File: config.mk
export PLATFORM = sky130hd
export DESIGN_NAME = load_store_unit
export DESIGN_NICKNAME = d
export VERILOG_FILES = /design/src/rtl/load_store_unit_pkg.sv /design/src/rtl/lsu_load_align.sv /design/src/rtl/load_store_unit.sv
export SDC_FILE = /design/constraint.sdc
export NUM_CORES = 1
export LEC_CHECK = 0
export ABC_AREA = 1
export CORE_ASPECT_RATIO = 2
export CORE_MARGIN = 3
export CORE_UTILIZATION = 46
export CTS_CLUSTER_DIAMETER = 200
export DETAILED_ROUTE_END_ITERATION = 16
export GPL_TIMING_DRIVEN = 0
export MAX_ROUTING_LAYER = met4
export PLACE_DENSITY = 0.87
export RECOVER_POWER = 100
export SYNTH_ARGS = -nofsm -noshare
export SYNTH_HDL_FRONTEND = slang
export SYNTH_SLANG_ARGS = --single-unit
export TNS_END_PERCENT = 5
File: constraint.sdc
create_clock -name m_clk -period 4.9 [get_ports m_clk]
set_clock_uncertainty 0.15 [all_clocks]
set_input_delay 1.47 -clock m_clk [delete_from_list [all_inputs] [get_ports m_clk]]
set_output_delay 1.47 -clock m_clk [all_outputs]
set_load 0.05 [all_outputs]
File: src/rtl/load_store_unit_pkg.sv
// Shared load/store unit definitions: bus widths, access-size and FSM encodings, and byte-lane masks.
// The `DWIDTH / `AWIDTH_MEM macros are defined here once so every file sees the same widths.
`ifndef LSU_HEADER_DEFS
`define LSU_HEADER_DEFS
`ifndef DWIDTH
`define DWIDTH 32
`endif
`ifndef AWIDTH_MEM
`define AWIDTH_MEM 10
`endif
`endif

package load_store_unit_pkg;

    localparam int DWIDTH      = `DWIDTH;
    localparam int AWIDTH_MEM  = `AWIDTH_MEM;
    localparam int LANE_MASK_W = DWIDTH / 8;

    typedef enum logic [1:0] {
        SIZE_BYTE     = 2'b00,
        SIZE_HALF     = 2'b01,
        SIZE_WORD     = 2'b10,
        SIZE_WORD_ALT = 2'b11
    } lsu_size_e;

    typedef enum logic [0:0] {
        ST_IDLE = 1'b0,
        ST_RMW  = 1'b1
    } lsu_state_e;

    // One bit per byte lane touched by an access of the given size at the given offset.
    function automatic logic [LANE_MASK_W-1:0] lane_mask(input lsu_size_e size,
                                                         input logic [1:0] offset);
        case (size)
            SIZE_BYTE: lane_mask = 4'b0001 << offset;
            SIZE_HALF: lane_mask = offset[1] ? 4'b1100 : 4'b0011;
            default:   lane_mask = 4'b1111;
        endcase
    endfunction

endpackage

File: src/rtl/lsu_load_align.sv
// Load-path lane extraction: picks the addressed byte/half out of a little-endian memory word
// and zero- or sign-extends it to the full data width.
module lsu_load_align
    import load_store_unit_pkg::*;
(
    input  logic [DWIDTH-1:0] i_word,
    input  lsu_size_e         i_size,
    input  logic [1:0]        i_offset,
    input  logic              i_unsigned,
    output logic [DWIDTH-1:0] o_data
);

    logic [7:0]  w_byte;
    logic [15:0] w_half;
    logic        w_byte_sign;
    logic        w_half_sign;

    assign w_byte      = i_word[{i_offset, 3'b000} +: 8];
    assign w_half      = i_word[{i_offset[1], 4'b0000} +: 16];
    assign w_byte_sign = ~i_unsigned & w_byte[7];
    assign w_half_sign = ~i_unsigned & w_half[15];

    always_comb begin
        case (i_size)
            SIZE_BYTE: o_data = {{(DWIDTH-8){w_byte_sign}}, w_byte};
            SIZE_HALF: o_data = {{(DWIDTH-16){w_half_sign}}, w_half};
            default:   o_data = i_word;
        endcase
    end

endmodule

File: src/rtl/load_store_unit.sv
// Load/store unit between EX/MEM and a single-port data memory; sub-word stores use read-modify-write.
// Build option: define LSU_MISALIGN_TRAP_EN to suppress misaligned half/word accesses and pulse l_o_misalign.
module load_store_unit
    import load_store_unit_pkg::*;
(
    input  logic                   m_clk,
    input  logic                   m_rst,
    input  logic                   l_i_rd,
    input  logic                   l_i_wr,
    input  logic [1:0]             l_i_size,
    input  logic                   l_i_unsigned,
    input  logic [`DWIDTH-1:0]     l_i_addr,
    input  logic [`DWIDTH-1:0]     l_i_wdata,
    output logic                   m_i_ce,
    output logic                   m_rd_en,
    output logic                   m_wr_en,
    output logic [`AWIDTH_MEM-1:0] alu_value_addr,
    output logic [`DWIDTH-1:0]     m_i_store_data,
    input  logic [`DWIDTH-1:0]     m_o_load_data,
    output logic [`DWIDTH-1:0]     l_o_rdata,
    output logic                   l_o_rvalid,
    output logic                   l_o_stall,
    output logic                   l_o_misalign
);

    lsu_state_e             r_state;
    lsu_state_e             w_state_next;
    lsu_size_e              w_size;
    logic                   w_req;
    logic                   w_is_load;
    logic                   w_is_store;
    logic                   w_sub_word;
    logic                   w_misalign;
    logic [1:0]             w_offset;
    logic [LANE_MASK_W-1:0] w_lane_mask;
    logic [DWIDTH-1:0]      w_byte_mask;
    logic [DWIDTH-1:0]      w_lane_data;
    logic [DWIDTH-1:0]      w_merged;
    logic [DWIDTH-1:0]      w_aligned;
    logic [DWIDTH-1:0]      w_store_data;
    logic                   w_ce;
    logic                   w_rd_en;
    logic                   w_wr_en;
    logic                   w_stall;
    logic                   w_capture;
    logic                   w_load_fire;
    logic                   w_unused;
    logic [DWIDTH-1:0]      r_merge;
    logic [DWIDTH-1:0]      r_rdata;
    logic                   r_rvalid;

    assign w_size     = lsu_size_e'(l_i_size);
    assign w_req      = l_i_rd | l_i_wr;
    assign w_is_store = l_i_wr;             // a simultaneous load is dropped in favour of the store
    assign w_is_load  = l_i_rd & ~l_i_wr;
    assign w_sub_word = (w_size == SIZE_BYTE) || (w_size == SIZE_HALF);
    assign w_unused   = &{1'b0, l_i_addr[DWIDTH-1:AWIDTH_MEM+2]};

    // Halves ignore addr[0] and words ignore addr[1:0]; traps are decided separately.
    always_comb begin
        case (w_size)
            SIZE_BYTE: w_offset = l_i_addr[1:0];
            SIZE_HALF: w_offset = {l_i_addr[1], 1'b0};
            default:   w_offset = 2'b00;
        endcase
    end

`ifdef LSU_MISALIGN_TRAP_EN
    always_comb begin
        case (w_size)
            SIZE_BYTE: w_misalign = 1'b0;
            SIZE_HALF: w_misalign = w_req & l_i_addr[0];
            default:   w_misalign = w_req & (l_i_addr[1:0] != 2'b00);
        endcase
    end
`else
    assign w_misalign = 1'b0;
`endif

    assign w_lane_mask = lane_mask(w_size, w_offset);

    always_comb begin
        w_byte_mask = '0;
        for (int i = 0; i < LANE_MASK_W; i++) begin
            w_byte_mask[8*i +: 8] = {8{w_lane_mask[i]}};
        end
    end

    assign w_lane_data = (w_size == SIZE_BYTE) ? {4{l_i_wdata[7:0]}} : {2{l_i_wdata[15:0]}};
    assign w_merged    = (r_merge & ~w_byte_mask) | (w_lane_data & w_byte_mask);

    always_comb begin
        // NOTE: every signal driven here gets a default first, so no path can infer a latch.
        w_state_next = r_state;
        w_ce         = 1'b0;
        w_rd_en      = 1'b0;
        w_wr_en      = 1'b0;
        w_stall      = 1'b0;
        w_capture    = 1'b0;
        w_load_fire  = 1'b0;
        w_store_data = '0;
        case (r_state)
            ST_IDLE: begin
                if (w_misalign) begin
                    w_ce = 1'b0;
                end else if (w_is_load) begin
                    w_ce        = 1'b1;
                    w_rd_en     = 1'b1;
                    w_load_fire = 1'b1;
                end else if (w_is_store && !w_sub_word) begin
                    w_ce         = 1'b1;
                    w_wr_en      = 1'b1;
                    w_store_data = l_i_wdata;
                end else if (w_is_store) begin
                    w_ce         = 1'b1;
                    w_rd_en      = 1'b1;
                    w_stall      = 1'b1;
                    w_capture    = 1'b1;
                    w_state_next = ST_RMW;
                end
            end
            ST_RMW: begin
                // Request inputs are still the held store, so any new request is not looked at here.
                w_ce         = 1'b1;
                w_wr_en      = 1'b1;
                w_store_data = w_merged;
                w_state_next = ST_IDLE;
            end
            default: w_state_next = ST_IDLE;
        endcase
    end

    // Gating with m_rst keeps the memory quiet for the whole reset, including an aborted RMW.
    assign m_i_ce         = w_ce & m_rst;
    assign m_rd_en        = w_rd_en & m_rst;
    assign m_wr_en        = w_wr_en & m_rst;
    assign l_o_stall      = w_stall & m_rst;
    assign alu_value_addr = m_i_ce ? l_i_addr[AWIDTH_MEM+1:2] : '0;
    assign m_i_store_data = m_i_ce ? w_store_data : '0;

    // NOTE: state elements use non-blocking assignments so every flop samples pre-edge values.
    always_ff @(posedge m_clk or negedge m_rst) begin
        if (!m_rst) begin
            r_state <= ST_IDLE;
        end else begin
            r_state <= w_state_next;
        end
    end

    lsu_load_align u_load_align (
        .i_word     (m_o_load_data),
        .i_size     (w_size),
        .i_offset   (w_offset),
        .i_unsigned (l_i_unsigned),
        .o_data     (w_aligned)
    );

    // NOTE: the merge register is reset even though it is reloaded before every use,
    // so an aborted read-modify-write leaves no stale memory contents behind.
    always_ff @(posedge m_clk or negedge m_rst) begin
        if (!m_rst) begin
            r_rdata  <= '0;
            r_rvalid <= 1'b0;
            r_merge  <= '0;
        end else begin
            r_rvalid <= w_load_fire;
            if (w_load_fire) begin
                r_rdata <= w_aligned;
            end
            if (w_capture) begin
                r_merge <= m_o_load_data;
            end
        end
    end

    assign l_o_rdata  = r_rdata;
    assign l_o_rvalid = r_rvalid;

`ifdef LSU_MISALIGN_TRAP_EN
    logic r_misalign;

    always_ff @(posedge m_clk or negedge m_rst) begin
        if (!m_rst) begin
            r_misalign <= 1'b0;
        end else begin
            r_misalign <= w_misalign && (r_state == ST_IDLE);
        end
    end

    assign l_o_misalign = r_misalign;
`else
    assign l_o_misalign = 1'b0;
`endif

endmodule

==> flow_summary.ini <==
[clocking]
root_buffer = clkbuf_16
cts.sinks = 66
cts.reportedPaths.clkPinSlew_ns = 0.05
insertion_delay_ns = 0.33
cts_buffers = 9
htree_num_levels = 3
cts_tree = built
hold_buffers = 0
clock_path_buffers = 2

[drt]
routed_wl_um = 15700
first_pass_iters = 6
first_iter_violations = 300
wl_per_cell_um = 17.7
ant_nets = 0
remaining_drc_errors = 0
vias = 4797
via_per_inst = 5.41

[worst_setup_path]
path_class = primary input to output port
cp_max_fo = 3
reg2reg_from = r_state
cpPeakStageDelay_ns = 0.90
critPathLaunch = l_i_wr
startpoint_type = primary input
worst_r2r_path_depth = 7
critPathCaptureType = output port
path_cells = clkdlybuf4s50_1 > nand2_1 > a21oi_1 > dlygate4sd3_1
cp.required_ns = 3.28
critical_path_arrival_ns = 3.19
slowest_stage = dlygate4sd3_1

[power]
power_density_mw_per_mm2 = 340
power_frac_comb_pct = 34.0
p_clk_share_pct = 33.0
p_int_uw = 1310
ir_worst_vdd_mv = 0.280
p_sw_share_pct = 36.7
p_seq_share_pct = 33.0
cellLeakagePower_uw = 0.00300
p_switching_uw = 756

[die]
rows = 48
design.core.area_mm2 = 0.00865
initial_core_util_pct = 47.2
ioPinCount = 183
fp.dieArea_mm2 = 0.0101
die_x_um = 72.6
die_y_um = 139

[yosys]
yosys_most_used_dff = dfrtp_1
synthesis.area_mm2 = 0.00408
synth_edf_count = 0
yosys_warnings = 0
synth_fp_nets = 711
syn-mean-instance-area_um2 = 6.71
syn-instance-count = 608
async_reset_ff_share_pct = 100
ys_ff_latch = 66
seq_area_frac_synth_pct = 40.5
ys_types = 29

[finish]
multi_input_area_mm2 = 0.00207
final_cell_mix = nand2_1, a21oi_1, clkdlybuf4s50_1, dfrtp_1, inv_1
antenna_cells = 0
finalNetCount = 885
final_cell_area_mm2 = 0.00607
drive_gt1_share_pct = 14.0
regArea_mm2 = 0.00165
layout_commonest_cell = nand2_1
area_delta_synth_final_pct = 48.8
fin_util_pct = 70.2
nFillCells = 729

[grt]
antenna_found_initial = 0
overflow = 0
grt_max_degree = 36
grt_usage_pct = 32.2
grt_pass1_wl_um = 24400
grt_pass1_vias = 4910

[place]
portBuffers = 160
place_congestion = 1.02
placed_area_mm2 = 0.00583
dp_hpwl_um = 12800

[sta]
fin_crit_ns = 4.81
slew_violations = 34
fin_tns_setup_ns = 0
grt_setup_unrepaired = no
timing.fmax_ghz = 0.208
final_hold_viol_count = 0
fin_crit_sh_pct = 98.1
worst_pin_slew_ns = 1.79
relSlewSlack_pct = -19.4
finalSetupViolCount = 0

[run]
cap_violations = 1

[min_path]
hold_path_class = flop to flop
holdPathStages = 2
min_from = r_merge[29]

[run_status]
outcome = complete, but fails checks
violations = max-capacitance violations, max-slew violations
==> critical path, delay by kind of cell <==
kind / cells / cell delay [ns]
compound gates: 1 / 0.18
buf+inv: 2 / 1.40
simple gates: 1 / 0.13
==> stage by stage <==
step,power (uW),cells,hold WS [ns],setup WS [ns]
after global placement,1390,868,0.303,-2.91
after global routing,2150,887,0.355,0.00253
final,2060,887,0.321,0.0937
after floorplan,1110,608,0.287,-0.0668
after CTS,2090,885,0.325,0.000425
after detailed placement,1410,869,0.312,-0.947
==> routing by layer <==
| metal | share of wire (%) | routed length, um | vias up | global-route usage, % |
|---|---|---|---|---|
| met5 | 0 | 0 | - | - |
| met4 | 6.3 | 990 | 0 | 19.6 |
| met3 | 5.1 | 801 | 54 | 4.14 |
| met2 | 56 | 8850 | 213 | 59.7 |
| met1 | 32 | 5060 | 2218 | 29.3 |
| li1 | - | - | 2312 | - |
==> Yosys cell counts, types with 3 or more instances <==
cell	n	area, um^2
buf_2	11	55.1
inv_1	63	236
o21ai_0	43	215
dfrtp_1	66	1650
o2111ai_1	4	35.0
o21ai_1	3	15.0
clkbuf_1	24	90.1
nand2_2	3	18.8
o211ai_1	10	75.1
a21oi_1	79	395
o22ai_1	6	37.5
nor2_1	29	109
nand3_1	31	155
nand2_1	199	747
or2_2	17	106
o31ai_1	3	22.5
==> area by class of cell <==
cell class	instances	area share, %
clock inverter	7	1.55
sequential	66	27.2
inverter	66	4.10
tap	100	2.06
timing repair buffer	163	24.2
clock buffer	9	3.71
multi-input combinational	438	34.1
buffer	38	3.01
==> power by group through the flow <==
stage	clock network (uW)	logic [uW]	registers, uW
final	681	702	680
after global routing	707	751	690
after CTS	685	721	680
after detailed placement	0	721	688
after global placement	0	708	685
after floorplan	0	271	843
==> sequential cells by signal, summed over array words and instances (netlist names) <==
register	cells
r_merge	32
l_o_rdata	32
r_state	1
l_o_rvalid	1
==> repair_timing <==
| action | in CTS | in global routing |
|---|---|---|
| setup buffers | 0 | 2 |
| pin swaps | 0 | 4 |
| setup endpoints to repair | 46 | 43 |
| resized for setup | 201 | 29 |
==> cells by family after synthesis <==
group                  synth area share (%)
buffers and inverters                  10.1
AND/OR/NAND/NOR                        28.8
flip-flops                             40.5
AO/OA/AOI/OAI                          20.6
other                                0.0919
==> worst paths after layout <==
kind | end | slack, ns
setup / recovery | m_wr_en | 0.09
hold / removal | r_merge[29] | 0.32
setup reg to reg | l_o_rdata[5] | 2.66
hold reg to reg | r_merge[29] | 0.32
max in group asynchronous | l_o_rdata[20] | 1.77
min in group asynchronous | r_merge[29] | 0.86
No activity file was read; power rests on OpenSTA's default activity.
